[config.mk]
export PLATFORM = sky130hd
export DESIGN_NAME = decode_issue
export DESIGN_NICKNAME = d
export VERILOG_FILES = /design/src/rtl/inst_package.sv /design/src/rtl/decode_issue_scoreboard.sv /design/src/rtl/decode_issue.sv
export SDC_FILE = /design/constraint.sdc
export NUM_CORES = 1
export LEC_CHECK = 0
export ABC_AREA = 0
export CAP_MARGIN = 40
export CORE_ASPECT_RATIO = 0.8
export CORE_MARGIN = 5
export CORE_UTILIZATION = 44
export DETAILED_ROUTE_END_ITERATION = 12
export GPL_TIMING_DRIVEN = 0
export PLACE_DENSITY = 0.77
export SLEW_MARGIN = 20
export SYNTH_ARGS = -nofsm -noshare
export SYNTH_HDL_FRONTEND = slang
export SYNTH_SLANG_ARGS = --single-unit
export TNS_END_PERCENT = 1
[constraint.sdc]
create_clock -name clk -period 4.88 [get_ports clk]
set_clock_uncertainty 0.15 [all_clocks]
set_input_delay 0.732 -clock clk [delete_from_list [all_inputs] [get_ports clk]]
set_output_delay 0.732 -clock clk [all_outputs]
set_load 0.01 [all_outputs]
[src/rtl/inst_package.sv]
// Instruction field layout, decoded slot format and opcode helpers shared by
// the decode/issue stage and its scoreboard.
package inst_package;

  localparam int OP_MSB  = 31;
  localparam int OP_LSB  = 26;
  localparam int RD_MSB  = 25;
  localparam int RD_LSB  = 21;
  localparam int RS1_MSB = 20;
  localparam int RS1_LSB = 16;
  localparam int RS2_MSB = 15;
  localparam int RS2_LSB = 11;
  localparam int IMM_MSB = 15;
  localparam int IMM_LSB = 0;

  typedef enum logic [5:0] {
    OP_NOP = 6'd0,
    OP_ADD = 6'd1,
    OP_SUB = 6'd2,
    OP_LD  = 6'd3,
    OP_ST  = 6'd4,
    OP_BEQ = 6'd5
  } op_t;

  typedef struct packed {
    op_t         op;
    logic [4:0]  rd;
    logic [4:0]  rs1;
    logic [4:0]  rs2;
    logic [31:0] imm;
    logic        we;
    logic        ld;
  } decoded_t;

  typedef enum logic [0:0] {
    S_FULL   = 1'b0,
    S_SECOND = 1'b1
  } issue_state_t;

  localparam decoded_t NOP = '{op: OP_NOP, rd: 5'd0, rs1: 5'd0, rs2: 5'd0,
                               imm: 32'd0, we: 1'b0, ld: 1'b0};

  function automatic logic is_load(input op_t op);
    return (op == OP_LD);
  endfunction

  function automatic logic writes_rd(input op_t op);
    logic w;
    case (op)
      OP_ADD, OP_SUB, OP_LD: w = 1'b1;
      default:               w = 1'b0;
    endcase
    return w;
  endfunction

  function automatic decoded_t decode_slot(input logic [31:0] word);
    decoded_t d;
    d.op  = op_t'(word[OP_MSB:OP_LSB]);
    d.rd  = word[RD_MSB:RD_LSB];
    d.rs1 = word[RS1_MSB:RS1_LSB];
    d.rs2 = word[RS2_MSB:RS2_LSB];
    d.imm = {{16{word[IMM_MSB]}}, word[IMM_MSB:IMM_LSB]};
    d.we  = writes_rd(d.op) && (d.rd != 5'd0);
    d.ld  = is_load(d.op);
    if (d.op == OP_NOP) begin
      d = NOP;
    end else begin
      d = d;
    end
    return d;
  endfunction

endpackage

[src/rtl/decode_issue_scoreboard.sv]
// Per-register load-latency counters: two set ports, four source read ports,
// every unset counter decays by one per cycle.
module scoreboard #(
  parameter int LOAD_LAT = 2
) (
  input  logic            clk,
  input  logic            rst,
  input  logic            set0_en,
  input  logic [4:0]      set0_idx,
  input  logic            set1_en,
  input  logic [4:0]      set1_idx,
  input  logic [3:0][4:0] rd_idx,
  output logic [3:0]      rd_busy
);

  localparam logic [1:0] LAT_C = 2'(LOAD_LAT);

  logic [1:0] cnt_r [32];

  // Counter update: a set wins, otherwise decrement saturating at zero.
  always_ff @(posedge clk or posedge rst) begin
    if (rst) begin
      for (int i = 0; i < 32; i++) begin
        cnt_r[i] <= 2'd0;
      end
    end else begin
      for (int i = 0; i < 32; i++) begin
        if ((set0_en && (set0_idx == 5'(i))) || (set1_en && (set1_idx == 5'(i)))) begin
          cnt_r[i] <= LAT_C;
        end else if (cnt_r[i] != 2'd0) begin
          cnt_r[i] <= cnt_r[i] - 2'd1;
        end else begin
          cnt_r[i] <= 2'd0;
        end
      end
    end
  end

  // Source lookup; register 0 is never busy.
  always_comb begin
    rd_busy = 4'b0000;
    for (int k = 0; k < 4; k++) begin
      rd_busy[k] = (rd_idx[k] != 5'd0) && (cnt_r[rd_idx[k]] != 2'd0);
    end
  end

endmodule

[src/rtl/decode_issue.sv]
// Dual-slot decode and in-order issue with load-use interlock and
// intra-bundle dependency splitting.
module decode_issue
  import inst_package::*;
#(
  parameter int LOAD_LAT = 2
) (
  input  logic        clk,
  input  logic        rst,
  input  logic [31:0] pc_in,
  input  logic [63:0] inst_in,
  input  logic        branch_flag,
  output logic        interlock,
  output logic [31:0] pc_out,
  output decoded_t    dec0,
  output decoded_t    dec1
);

  decoded_t     d0_s, d1_s, dec0_s, dec1_s;
  decoded_t     dec0_r, dec1_r;
  logic [31:0]  pc_out_r;
  issue_state_t state_r, next_state_s;
  logic [3:0]   busy_s;
  logic         haz0_s, haz1_s, split_s, stall_s;

  assign d0_s = decode_slot(inst_in[63:32]);
  assign d1_s = decode_slot(inst_in[31:0]);

  assign haz0_s  = busy_s[0] | busy_s[1];
  assign haz1_s  = busy_s[2] | busy_s[3];
  assign split_s = d0_s.we && ((d1_s.rs1 == d0_s.rd) || (d1_s.rs2 == d0_s.rd) ||
                               (d1_s.we && (d1_s.rd == d0_s.rd)));

  scoreboard #(.LOAD_LAT(LOAD_LAT)) u_scoreboard (
    .clk      (clk),
    .rst      (rst),
    .set0_en  (dec0_s.ld & dec0_s.we),
    .set0_idx (dec0_s.rd),
    .set1_en  (dec1_s.ld & dec1_s.we),
    .set1_idx (dec1_s.rd),
    .rd_idx   ({d1_s.rs2, d1_s.rs1, d0_s.rs2, d0_s.rs1}),
    .rd_busy  (busy_s)
  );

  // Issue decision; a flush overrides everything and clears the split.
  always_comb begin
    next_state_s = state_r;
    dec0_s       = NOP;
    dec1_s       = NOP;
    stall_s      = 1'b0;
    if (branch_flag) begin
      next_state_s = S_FULL;
    end else begin
      case (state_r)
        S_FULL: begin
          if (haz0_s) begin
            stall_s = 1'b1;
          end else if (split_s || haz1_s) begin
            dec0_s       = d0_s;
            stall_s      = 1'b1;
            next_state_s = S_SECOND;
          end else begin
            dec0_s = d0_s;
            dec1_s = d1_s;
          end
        end
        S_SECOND: begin
          if (haz1_s) begin
            stall_s = 1'b1;
          end else begin
            dec1_s       = d1_s;
            next_state_s = S_FULL;
          end
        end
        default: next_state_s = S_FULL;
      endcase
    end
  end

  // Reset must drop the hold request immediately, not on the next edge.
  assign interlock = ~rst & stall_s;

  // Registered issue outputs and split state.
  always_ff @(posedge clk or posedge rst) begin
    if (rst) begin
      state_r  <= S_FULL;
      pc_out_r <= 32'd0;
      dec0_r   <= NOP;
      dec1_r   <= NOP;
    end else begin
      state_r  <= next_state_s;
      pc_out_r <= branch_flag ? 32'd0 : pc_in;
      dec0_r   <= dec0_s;
      dec1_r   <= dec1_s;
    end
  end

  assign pc_out = pc_out_r;
  assign dec0   = dec0_r;
  assign dec1   = dec1_r;

endmodule

==> metrics.md <==
| Metric | Value |
|---|---|
| DR vias/cell | 6.014 |
| Number of synthesized flops with an enable pin | 0 |
| Worst reg2reg endpoint | u_scoreboard.cnt_r[46] |
| Clock-pin slew on the worst setup and hold paths | 0.07 ns |
| Antenna violations before repair | 2 |
| Crit path max fanout | 9 |
| Crit start category | input port |
| Ports | 242 |
| Setup TNS | 0 ns |
| Placer congestion estimate | 1.038 |
| Port Buf Inserts | 231 |
| Highest-delay cell along the critical path | o311ai_1 |
| Layout cells sized above 1 | 14.64% |
| Ys async rst share | 100.0% |
| Crit Path Category | input port to output pin |
| Final hold vios | 0 |
| Clk Latency, worst-skew pair | 0.44 ns |
| Status | completed |
| Number of core rows | 46 |
| Pre-CTS WS | -0.8400 ns |
| Post-route cell area | 0.01227 mm2 |
| First-pass GRT wire length | 49,250 um |
| Core area | 0.01986 mm2 |
| Top cells by area, synth | dfrtp_1 46%, mux4_2 4.1%, buf_4 3.5% |
| Worst setup margin | 0.1104 ns |
| Tmin final | 4.770 ns |
| # DRC | 0 |
| Htree depth | 4 |
| TritonRoute pass-1 iters | 5 |
| Count of clock tree sinks | 165 |
| Final Cycle Share | 97.74% |
| Worst Hold Class | flop to flop |
| Worst VDD drop | 0.3045 mV |
| Initial DRC Count | 1,059 |
| Worst EP required | 4.00 ns |
| Reg2Reg Setup Slack | 1.02 ns |
| Synth Warn # | 0 |
| Max Cap Viol | 0 |
| Min-delay src | u_scoreboard.cnt_r[42] |
| Fmax | 209.7 MHz |
| CP bufs+invs | 2 |
| Top FF cell, synth | dfrtp_1 |
| Crit Reg-Reg Startpoint | u_scoreboard.cnt_r[22] |
| Die footprint | 0.02316 mm2 |
| Flops & latches, synth | 165 |
| Final net count | 1,220 |
| Post-synthesis mux area share | 5.110% |
| Hold EP | u_scoreboard.cnt_r[42] |
| Yosys top cell area share | 46.45% |
| Slew Limit Fails | 0 |
| Slew headroom | 37.05% |
| Most frequent cells in the layout | 230 x clkdlybuf4s50_1, 165 x dfrtp_1, 64 x nor2_1 |
| Post-Synth Simple-Gate Area | 25.01% |
| Syn Nets | 956 |
| Distinct cells, synth | 80 |
| CTS tree | done |
| Cell Pwr Density | 271.9 mW/mm2 |
| Netlist Area Pre-Place | 0.008889 mm2 |
| RSZ-0062 raised after global routing | false |
| Area leader, netlist | dfrtp_1 |
| Top delay family on crit path | compound AO/OA/AOI/OAI gates |
| Hold_buf cts | 0 |
| Vias | 8,407 |
| Max clock buf depth | 2 |
| Stages on the worst setup path | 10 |
| GRT Resource Usage Total | 28.54% |
| Slew @ Worst Pin | 0.9295 ns |
| Gate Count Post-Synth | 857 |
| Clk root buf | clkbuf_16 |
| Die X | 168.9 um |
| Main combinational cell family by area after synthesis | simple AND/OR/NAND/NOR gates |
| Routed WL | 33,340 um |
| Detail Route Antenna Nets | 0 |
| Critical path cell sequence | clkdlybuf4s50_1 > or3_1 > o311ai_1 > a2111oi_1 > o31a_1 > a211oi_4 > a41oi_4 > nor2_4 > nor3_1 > dlygate4sd2_1 |
| Sequential cell area fraction in the yosys report | 46.45% |
| GR Overflow Total | 0 |
| Initial Utilization | 44.76% |
| Worst reg2reg path depth | 9 |
| Area of placed instances | 0.01167 mm2 |
| Complex-gate fraction of the synthesized area | 16.12% |
| Synthesized area per cell | 10.37 um2 |
| Pleak | 5.279 nW |
| Critical Path Max Stage Delay | 0.78 ns |
| Setup violators final | 0 |
| WP data arrival | 3.89 ns |
| Die H | 137.1 um |
| Xor/xnor share of the synthesized area | 0% |
| Largest net degree at the start of global routing | 35 |
| Routed len/inst | 23.85 um |
| Hold Path Depth | 1 |
| Adder-Cell Fraction of Synth Area | 0% |
| TritonCTS Buffers | 17 |
| Vias in the first global route | 7,967 |
| Post-DP HPWL | 25,980 um |
| ANT cells | 0 |
| P&R area growth vs syn | 38.09% |
| CP endpoint kind | output pin |
| Commonest non-fill, non-tap cell in the layout | clkdlybuf4s50_1 |
[cell type report]
| type | instances | area [um2] |
|---|---|---|
| Inverter | 18 | 71.32 |
| Tap cell | 264 | 330.3 |
| Multi-Input combinational cell | 573 | 4153 |
| Timing Repair Buffer | 246 | 2469 |
| Fill cell | 1624 | 7582 |
| Sequential cell | 165 | 4129 |
| Clock buffer | 19 | 442.9 |
| Buffer | 100 | 580.6 |
| Clock inverter | 13 | 98.84 |
[sequential cells by signal, summed over array words and instances, names as in the netlist]
signal and count:
dec0 34, dec1 34, pc_out 32, state_r 1, u_scoreboard.cnt_r 64
[through the flow]
step / utilization (%) / hold slack, ns / total power [mW] / instances
after global placement: 58.09 / 0.3018 / 2.076 / 1352
after CTS: 61.76 / 0.3182 / 3.355 / 1397
final: 61.81 / 0.3119 / 3.338 / 1398
after global routing: 61.81 / 0.3254 / 3.450 / 1398
after floorplan: - / 0.2856 / 1.756 / 857
after detailed placement: 58.77 / 0.3092 / 2.091 / 1364
[logic make-up after synthesis]
| group | Yosys count |
|---|---|
| multiplexers | 25 |
| AND/OR/NAND/NOR | 369 |
| flip-flops | 165 |
| AO/OA/AOI/OAI | 179 |
| buffers and inverters | 119 |
[worst max-delay path by stage]
stage	endpoint	slack, ns	startpoint
global placement	interlock	-0.81	inst_in[43]
floorplan	interlock	0.78	inst_in[60]
detailed placement	interlock	-0.84	inst_in[43]
finish	interlock	0.11	inst_in[57]
global route	interlock	0.02	inst_in[60]
CTS	interlock	0.18	inst_in[60]
[cells in the mapped netlist, types with 6 or more instances]
cell type,instances
buf_2,12
a31oi_1,6
nand3_1,6
a21oi_1,23
a221o_1,22
clkbuf_1,41
nor2_1,65
mux2i_1,6
nor4b_2,7
and3_1,48
nand2_1,22
nor2b_1,39
a211o_1,9
nor3_1,55
nor4b_1,6
nor4_1,8
or2_2,8
dfrtp_1,165
and2_1,30
inv_1,17
a211oi_1,10
a221oi_1,22
o21ai_0,19
mux4_2,16
buf_4,42
nor3b_1,8
nand4_1,6
o21ai_1,7
nand2b_1,30
[routing by layer]
metal / global-route usage [%] / wire length [um]
met4: 11.49 / 1129
met3: 9.183 / 4349
met1: 37.84 / 13220
met5: 0 / 25
met2: 43.65 / 14610
[worst reg2reg max path: cells and delay by family, from the launching register on]
kind	cells	cell delay, ns
simple gates	5	1.92
compound gates	3	0.77
buf+inv	1	0.46
flops	1	0.41
[power breakdown]
| group | switching (mW) | internal (mW) | total [mW] |
|---|---|---|---|
| sequential | 0.0196 | 1.42 | 1.43 |
| combinational | 0.336 | 0.310 | 0.646 |
| clock | 0.587 | 0.670 | 1.26 |
[what timing repair did]
item / CTS / global route
resized for setup: 10 / 1
pin swaps: 3 / 0
endpoints found under the setup margin: 1 / 1
hold endpoints to repair: 0 / 0
setup buffers: 2 / 0
No activity file was read; power rests on OpenSTA's default activity.
